### config.mk
export PLATFORM = sky130hd
export DESIGN_NAME = wb_ram_bridge
export DESIGN_NICKNAME = d
export VERILOG_FILES = /design/src/rtl/wb_ram_bridge_pkg.sv /design/src/rtl/wb_ram_bridge.sv
export SDC_FILE = /design/constraint.sdc
export NUM_CORES = 1
export LEC_CHECK = 0
export ABC_AREA = 0
export CORE_ASPECT_RATIO = 1.25
export CORE_MARGIN = 2
export CORE_UTILIZATION = 37
export CTS_CLUSTER_SIZE = 25
export DETAILED_ROUTE_END_ITERATION = 16
export GPL_ROUTABILITY_DRIVEN = 0
export GPL_TIMING_DRIVEN = 1
export HOLD_SLACK_MARGIN = 0.02
export PLACE_DENSITY = 0.84
export SLEW_MARGIN = 20
export SYNTH_ARGS = -nofsm -noshare
export SYNTH_HDL_FRONTEND = slang
export SYNTH_SLANG_ARGS = --single-unit
export TNS_END_PERCENT = 5
### constraint.sdc
create_clock -name clk_sys -period 1.6 [get_ports clk_sys]
set_input_delay 0.24 -clock clk_sys [delete_from_list [all_inputs] [get_ports clk_sys]]
set_output_delay 0.24 -clock clk_sys [all_outputs]
set_load 0.03 [all_outputs]
### src/rtl/wb_ram_bridge_pkg.sv
// Shared types and widths for the Wishbone-to-RAM bridge.
package wb_ram_bridge_pkg;

    localparam int WB_ADDR_W = 30;
    localparam int WB_DATA_W = 32;
    localparam int WB_SEL_W  = 4;
    localparam int STAT_W    = 16;
    localparam int TIMER_W   = 8;

    typedef enum logic [2:0] {
        IDLE,
        ISSUE,
        WAIT_RD,
        DRAIN,
        RESP,
        GAP
    } state_t;

    // Increment that sticks at all-ones instead of wrapping.
    function automatic logic [STAT_W-1:0] sat_inc(input logic [STAT_W-1:0] v);
        return (v == '1) ? v : v + STAT_W'(1);
    endfunction

endpackage

### src/rtl/wb_ram_bridge.sv
// Wishbone classic slave that turns single read/write cycles into a
// req/busy memory port, with address-window check and read timeout.
// Optional build macro WB_RAM_BRIDGE_STATS_EN adds saturating outcome counters.
module wb_ram_bridge
    import wb_ram_bridge_pkg::*;
#(
    parameter logic [WB_ADDR_W-1:0] BASE_WORD      = 30'h0,
    parameter int                   ADDR_W         = 24,
    parameter int                   TIMEOUT_CYCLES = 255
) (
    input  logic                 clk_sys,
    input  logic                 reset,
    input  logic [WB_ADDR_W-1:0] addr,
    input  logic [WB_DATA_W-1:0] data_write,
    input  logic [WB_SEL_W-1:0]  sel,
    input  logic                 cyc,
    input  logic                 stb,
    input  logic                 we,
    input  logic [2:0]           cti,
    input  logic [1:0]           bte,
    output logic [WB_DATA_W-1:0] data_read,
    output logic                 ack,
    output logic                 err,
    output logic [ADDR_W-1:0]    mem_addr,
    output logic [WB_DATA_W-1:0] mem_wdata,
    output logic [WB_SEL_W-1:0]  mem_wmask,
    output logic                 mem_wr,
    output logic                 mem_rd,
    input  logic                 mem_busy,
    input  logic [WB_DATA_W-1:0] mem_rdata,
    input  logic                 mem_rdata_valid
`ifdef WB_RAM_BRIDGE_STATS_EN
    ,
    output logic [STAT_W-1:0]    stat_writes,
    output logic [STAT_W-1:0]    stat_reads,
    output logic [STAT_W-1:0]    stat_errs
`endif
);

    // Timeout fires on the last of TIMEOUT_CYCLES waiting edges; the timer
    // holds the number of waiting edges already elapsed.
    localparam logic [TIMER_W-1:0] TIMEOUT_LAST = TIMER_W'(TIMEOUT_CYCLES - 1);

    state_t               state, state_n;
    logic [TIMER_W-1:0]   timer, timer_n;
    logic                 is_write, is_write_n;
    logic [WB_DATA_W-1:0] data_read_n;
    logic                 ack_n, err_n;
    logic [ADDR_W-1:0]    mem_addr_n;
    logic [WB_DATA_W-1:0] mem_wdata_n;
    logic [WB_SEL_W-1:0]  mem_wmask_n;
    logic                 mem_wr_n, mem_rd_n;

    logic [WB_ADDR_W-1:0] off;
    logic                 in_range;
    logic                 accepted;
    logic                 timed_out;
    logic                 unused_ok;

    assign off       = addr - BASE_WORD;
    assign in_range  = (off >> ADDR_W) == '0;
    assign accepted  = (mem_wr | mem_rd) & ~mem_busy;
    assign timed_out = (timer == TIMEOUT_LAST);
    assign unused_ok = ^{cti, bte};

    // State and all registered outputs.
    always_ff @(posedge clk_sys) begin
        if (reset) begin
            state     <= IDLE;
            timer     <= '0;
            is_write  <= 1'b0;
            data_read <= '0;
            ack       <= 1'b0;
            err       <= 1'b0;
            mem_addr  <= '0;
            mem_wdata <= '0;
            mem_wmask <= '0;
            mem_wr    <= 1'b0;
            mem_rd    <= 1'b0;
        end else begin
            state     <= state_n;
            timer     <= timer_n;
            is_write  <= is_write_n;
            data_read <= data_read_n;
            ack       <= ack_n;
            err       <= err_n;
            mem_addr  <= mem_addr_n;
            mem_wdata <= mem_wdata_n;
            mem_wmask <= mem_wmask_n;
            mem_wr    <= mem_wr_n;
            mem_rd    <= mem_rd_n;
        end
    end

    // Next-state and next-output decode.
    always_comb begin
        state_n     = state;
        timer_n     = timer;
        is_write_n  = is_write;
        data_read_n = data_read;
        ack_n       = 1'b0;
        err_n       = 1'b0;
        mem_addr_n  = mem_addr;
        mem_wdata_n = mem_wdata;
        mem_wmask_n = mem_wmask;
        mem_wr_n    = mem_wr;
        mem_rd_n    = mem_rd;

        unique case (state)
            IDLE: begin
                if (cyc && stb) begin
                    is_write_n = we;
                    if (in_range) begin
                        mem_addr_n  = ADDR_W'(off);
                        mem_wdata_n = data_write;
                        mem_wmask_n = sel;
                        mem_wr_n    = we;
                        mem_rd_n    = ~we;
                        state_n     = ISSUE;
                    end else begin
                        err_n       = 1'b1;
                        data_read_n = '0;
                        state_n     = RESP;
                    end
                end
            end
            ISSUE: begin
                if (accepted) begin
                    mem_wr_n = 1'b0;
                    mem_rd_n = 1'b0;
                    timer_n  = '0;
                    // An accepted access has already happened at the memory;
                    // if the master left meanwhile, a read must still be drained.
                    if (is_write) begin
                        if (cyc) begin
                            ack_n   = 1'b1;
                            state_n = RESP;
                        end else begin
                            state_n = IDLE;
                        end
                    end else begin
                        state_n = cyc ? WAIT_RD : DRAIN;
                    end
                end else if (!cyc) begin
                    mem_wr_n = 1'b0;
                    mem_rd_n = 1'b0;
                    state_n  = IDLE;
                end
            end
            WAIT_RD: begin
                timer_n = timer + TIMER_W'(1);
                if (!cyc) begin
                    state_n = (mem_rdata_valid || timed_out) ? IDLE : DRAIN;
                end else if (mem_rdata_valid) begin
                    data_read_n = mem_rdata;
                    ack_n       = 1'b1;
                    state_n     = RESP;
                end else if (timed_out) begin
                    data_read_n = '0;
                    err_n       = 1'b1;
                    state_n     = RESP;
                end
            end
            DRAIN: begin
                timer_n = timer + TIMER_W'(1);
                if (mem_rdata_valid || timed_out) begin
                    state_n = IDLE;
                end
            end
            RESP: state_n = GAP;
            GAP:  state_n = IDLE;
            default: state_n = IDLE;
        endcase
    end

`ifdef WB_RAM_BRIDGE_STATS_EN
    // Outcome counters, bumped on the cycle the response is presented.
    always_ff @(posedge clk_sys) begin
        if (reset) begin
            stat_writes <= '0;
            stat_reads  <= '0;
            stat_errs   <= '0;
        end else if (state == RESP) begin
            if (ack && is_write)  stat_writes <= sat_inc(stat_writes);
            if (ack && !is_write) stat_reads  <= sat_inc(stat_reads);
            if (err)              stat_errs   <= sat_inc(stat_errs);
        end
    end
`endif

endmodule

**After elaboration in Yosys (flattened, before gate mapping)**

Cells that the tools add are included.

- Register bits after elaboration: 108
- Input port bits: 110
- Output and inout port bits: 96
- Word-level logic and storage cells: 85

- $add $sub $neg: 1
- Equality and inequality tests: 14
- Multiplexer cells: 41
- Bitwise operators: 4
- Reduce and logical (&&, ||, !) cells: 14

Operators by type and width:

| kind | count |
|---|---|
| two-way mux 32 bit | 5 |
| case mux 32 bit (2 select lines) | 1 |
| zero test 30 bit | 1 |
| two-way mux 3 bit | 10 |
| two-way mux 1 bit | 17 |
| case mux 8 bit (2 select lines) | 1 |
| case mux 3 bit (5 select lines) | 1 |
| != test 2 bit, second input constant | 6 |
| adder 8 x 1 -> 8 bit, second input constant | 1 |
| equality test 8 bit, second input constant | 1 |
| two-way mux 8 bit | 1 |
| case mux 1 bit (2 select lines) | 4 |
| AND reduction 4 bit | 2 |
| equality test 3 x 2 -> 1 bit, second input constant | 2 |
| != test 3 bit, second input constant | 2 |
| nonzero test 2 bit | 3 |
| AND reduction 5 bit | 1 |
| != test 4 bit, second input constant | 1 |
| AND reduction 2 bit | 2 |
| equality test 3 x 1 -> 1 bit, second input constant | 1 |
| equality test 3 bit, second input constant | 1 |
| zero test 3 bit | 1 |
| AND reduction 3 bit | 1 |
| two-way mux 2 bit | 1 |
| 6 further kinds | 7 |

**Longest topological paths before layout**

- Depth after elaboration: 5
- Gate-level depth with buffers: 7
- Depth with buffers taken out: 6

**Worst setup path before layout**

OpenSTA, ideal clock, no wires.

- Kind: reg-to-reg
- Start: register mem_rd
- End: register timer[6]
- Library setup time: 70 ps
- Arrival: 1,653 ps
- Path slack: -123 ps
- Stages on the path, launching flop included: 6
- Buffers on the path: 1
- Clock period less this slack: 1,723 ps
- Path through: dfxtp_1 -> o21bai_1 -> o21ba_2 -> buf_2 -> or4_1 -> a21oi_1

- Cells in the longest elaborated chain, start to end: 4

Ends and longest elaborated chain:

| what | RTL line | text |
|---|---|---|
| from (decl) | wb_ram_bridge.sv:28 | `output logic mem_rd,` |
| from (signal assigned) | wb_ram_bridge.sv:91 | `mem_rd <= mem_rd_n;` |
| OR 1 bit | wb_ram_bridge.sv:62 | `assign accepted = (mem_wr \| mem_rd) & ~mem_busy;` |
| AND 1 bit | wb_ram_bridge.sv:62 |  |
| != test 2 bit (no line) | -- |  |
| AND reduction 2 bit (no line) | -- |  |
| to (signal assigned) | wb_ram_bridge.sv:82 | `timer <= timer_n;` |
| to (decl) | wb_ram_bridge.sv:45 | `logic [TIMER_W-1:0] timer, timer_n;` |

No other way between the ends.
A chain may end at the register's enable or synchronous reset.

**Final worst setup path**

- Start: input port addr[26]
- End: register data_read[13]

- Cells in the longest elaborated chain, start to end: 3

Ends and longest elaborated chain:

| what | RTL line | text |
|---|---|---|
| from (decl) | wb_ram_bridge.sv:13 | `input logic [WB_ADDR_W-1:0] addr,` |
| zero test 30 bit | wb_ram_bridge.sv:61 | `assign in_range = (off >> ADDR_W) == '0;` |
| != test 2 bit (no line) | -- |  |
| AND reduction 5 bit (no line) | -- |  |
| to (signal assigned) | wb_ram_bridge.sv:84 | `data_read <= data_read_n;` |
| to (decl) | wb_ram_bridge.sv:21 | `output logic [WB_DATA_W-1:0] data_read,` |

No other way between the ends.

==> run summary <==
The count of endpoints failing setup in the final report came out at 8. The global-route usage over all layers is 20.0%. The post-place instance area is approximately 6700 um^2. For this run, the leading register cell type out of synthesis is dfxtp_1. The minimum hold slack came out at 0.215 ns. The stage delay of the slowest cell on the critical path came out at ~0.28 ns.

The worst setup path is captured at a register. TritonCTS built the clock tree. The post-synthesis average cell area came out at around 8.5 um^2.

The count of inserted antenna diode cells came out at 0. The share of synthesized area in the top cell type comes to between 40% and 50%. Setup repair after global routing could not meet its margin everywhere. The post-route antenna net violation count is 0. The maximum clock rate is roughly 0.62 GHz. The number of warnings issued by yosys is 0. Once layout is done, the placed cells without fillers occupy around 7100 um^2. The largest individual stage delay along the critical path comes from the cell nor4_4. The fraction of the mapped netlist area in compound gates is 13.0%. In the synthesized netlist, the number of instances is between 500 and 600. The signal on the critical path passes through dlygate4sd2_1 -> nor4_4 -> buf_4 -> a21boi_1 -> o211ai_4 -> buf_6 -> bufbuf_16 -> mux2i_1.

The combined area of all synthesized cells is about 4400 um^2. The transition time of the tightest slew-check pin came out at 0.377 ns. Max-cap violations in this run came to 0. The arrival time of the worst setup path came out at between 1.5 and 2 ns.

The maximum number of pins on one net before global-route repair is 63. The post-detailed-route via-to-cell ratio is about 4.9. The overall die height is around 130 um. The flow ran to the end, but the final reports show violations. Sorting the synthesized cells by area gives the leading types as dfxtp_1 49%, nand2_1 13%, a21oi_1 8.5%. The critical path launch point type is an input pin. The maximum level of the CTS H-tree is 3. The net count after synthesis came out at 629. The tightest min-delay check is of the input pin to register type. The overall routed net length came out at about 13,000 um. The biggest fanout along the worst timing path is 8. The final max-slew violation count came out at 0. The count of buffer and inverter cells on the critical path is 4.

The power density over the cells is around 780 nW/um^2. The share of cells above drive strength 1 is approximately a tenth. Clock-pin slew was measured on the worst setup and hold paths at 0.08 ns. The share of the cycle needed by the critical path after routing came out at 101%. The clock net sink count came out at around 110.

The clock insertion delay at the later pin of the skew report is about 0.34 ns. The worst-case setup slack after placement came out at -0.439 ns. The sequential cell area fraction in the yosys report is about half. The area overhead of the layout relative to synthesis came out at 61.4%. The die area came out at 12,800 um^2. The count of standard-cell rows is 44. The detailed-route DRC error count is 0. After synthesis the netlist holds a flip-flop and latch count of 108. Global routing finished with a remaining overflow of 0.

The number of violations reported at the end of detailed-routing iteration 0 is around 180. The share of the core filled with cells in the final layout came out at 61.3%. The first-pass iteration count of the detailed router came out at 4. The post-layout worst setup margin came out at -0.0205 ns. In the final timing run, aggregate negative setup slack is -0.0718 ns. The final setup skew came out at 0.0115 ns. The adder-cell area share of the yosys netlist is less than 1%.

The leakage dissipation is 3.19 nW. The initial antenna violation count is 0. The floorplan core area is about 12,000 um^2. The synthesized netlist devotes 0% of its cell area to XOR and XNOR gates.

The count of flip-flops with a built-in enable after synthesis came out at 0. Among cell families on the critical path, the largest total delay comes from buffers and inverters. The final reports fail on setup timing. Summing the areas of all and, or, nand and nor instances in the mapped netlist gives approximately 25% of the synthesized area. The mux share of post-synthesis cell area came out at 7.26%. The endpoint required time on the critical path came out at 1.88 ns. The final layout net count is between 800 and 900. The starting density of the core came out at a little under two fifths. Of all cell types, the one taking the most synthesized area is dfxtp_1. The number of port buffers came out at 200.

By area, the combinational part of the netlist is dominated by simple AND/OR/NAND/NOR gates. The root buffer selected by CTS is clkbuf_16. By count the netlist is led by 158 x nand2_1, 108 x dfxtp_1, 75 x a21oi_1. The max-slew headroom at the worst pin came out at approximately three quarters. Measured along the x axis, the die boundary spans roughly 100 um. The number of distinct library cells after synthesis came out at 47. The final period demand of the worst path came out at 1.62 ns. For this design the top-level I/O count stands at 206. The largest voltage drop on the vdd net came out at about 0.00048 V. The category of the most critical setup path is input pin to register. The final-report hold violation count is 0. The detail-routed net length per standard cell came out at 14.7 um.

The estimated wirelength of the detail-placed design is 9480 um. The wire length of the first global-routing pass is between 20,000 and 25,000 um. The number of buffers inserted during clock tree synthesis is 9.

The via count of the first global-routing pass came out at about 4,500. The most common cell in the synthesized netlist is nand2_1. The routed layout has around 4,400 vias. After synthesis, the share of flip-flops with an asynchronous set or reset is 0%. The clock passes through at most 2 buffers.
==> per-stage QoR <==
stage / power (W) / cells
global route: 0.00573 / 895
finish: 0.00552 / 895
detailed placement: 0.00332 / 871
global placement: 0.00331 / 871
floorplan: 0.00298 / 517
CTS: 0.00560 / 895
==> layout make-up <==
type | count | area [um^2]
Sequential cell | 108 | 2180
Timing Repair Buffer | 236 | 2320
Clock buffer | 11 | 243
Clock inverter | 5 | 50.0
Multi-Input combinational cell | 370 | 2120
Tap cell | 161 | 201
Fill cell | 994 | 4490
Inverter | 4 | 17.5
==> kinds of logic after synthesis <==
family	count (synthesis)
and+or+nand+nor	236
DFF	108
AOI/OAI and AO/OA	99
adders and majority gates	3
muxes	32
buffers and inverters	39
==> layout by cell type (no fill, tap or decap), drive strengths merged, types with 3 or more instances in the layout <==
| master | synthesis | layout |
|---|---|---|
| buf | 18 | 36 |
| inv | 4 | 8 |
| nand2 | 158 | 158 |
| nand3 | 6 | 6 |
| o211ai | 3 | 3 |
| or3 | 4 | 4 |
| clkbuf | 17 | 11 |
| a21oi | 75 | 75 |
| nand2b | 38 | 38 |
| nor2 | 11 | 11 |
| dfxtp | 108 | 108 |
| mux2i | 32 | 32 |
| nor4 | 3 | 3 |
| o31ai | 3 | 3 |
| clkdlybuf4s50 | 0 | 98 |
| or4 | 4 | 4 |
| o21ai | 4 | 4 |
| dlymetal6s2s | 0 | 11 |
| dlygate4sd2 | 0 | 90 |
==> report_power, final <==
| part | internal, W | switching [W] |
|---|---|---|
| clock | 0.00114 | 0.00105 |
| sequential | 0.00270 | 0.0000231 |
| combinational | 0.000403 | 0.000217 |
==> sequential cells by signal, indices dropped and copies added, names as in the netlist <==
name / cells
mem_wmask: 4
mem_wdata: 32
timer: 8
err: 1
ack: 1
is_write: 1
state: 3
mem_rd: 1
data_read: 32
mem_wr: 1
mem_addr: 24
==> path summary, 6_finish.rpt <==
path / endpoint / from / cells after the start / slack, ns
min: mem_wdata[4]$_SDFFE_PP0P_ / reset / 2 / 0.22
max reg2reg: data_read[13]$_SDFFE_PP0P_ / state[0]$_SDFFE_PP0P_ / 6 / -0.01
max: data_read[13]$_SDFFE_PP0P_ / addr[26] / 8 / -0.02
min reg2reg: mem_wdata[22]$_SDFFE_PP0P_ / mem_wdata[22]$_SDFFE_PP0P_ / 2 / 0.45
==> metal layers <==
| metal | up-vias | wire, um | part of all wire (%) | track usage (%) |
|---|---|---|---|---|
| li1 | 2146 | - | - | - |
| met1 | 2039 | 5180 | 39 | 22.1 |
| met2 | 169 | 6730 | 51 | 36.0 |
| met3 | 18 | 1030 | 7.8 | 5.66 |
| met4 | 0 | 240 | 1.8 | 6.84 |
| met5 | - | 0 | 0 | 0 |
==> repair_timing <==
item                                    4_1_cts  5_1_grt
endpoints found under the setup margin      127       43
gates resized for setup                     104       24
pin swaps                                     2        3
hold buffers                                  0        0
setup buffers                                 5        0
gates cloned                                  3        0
Note: power is estimated with default switching activity, not from simulation.
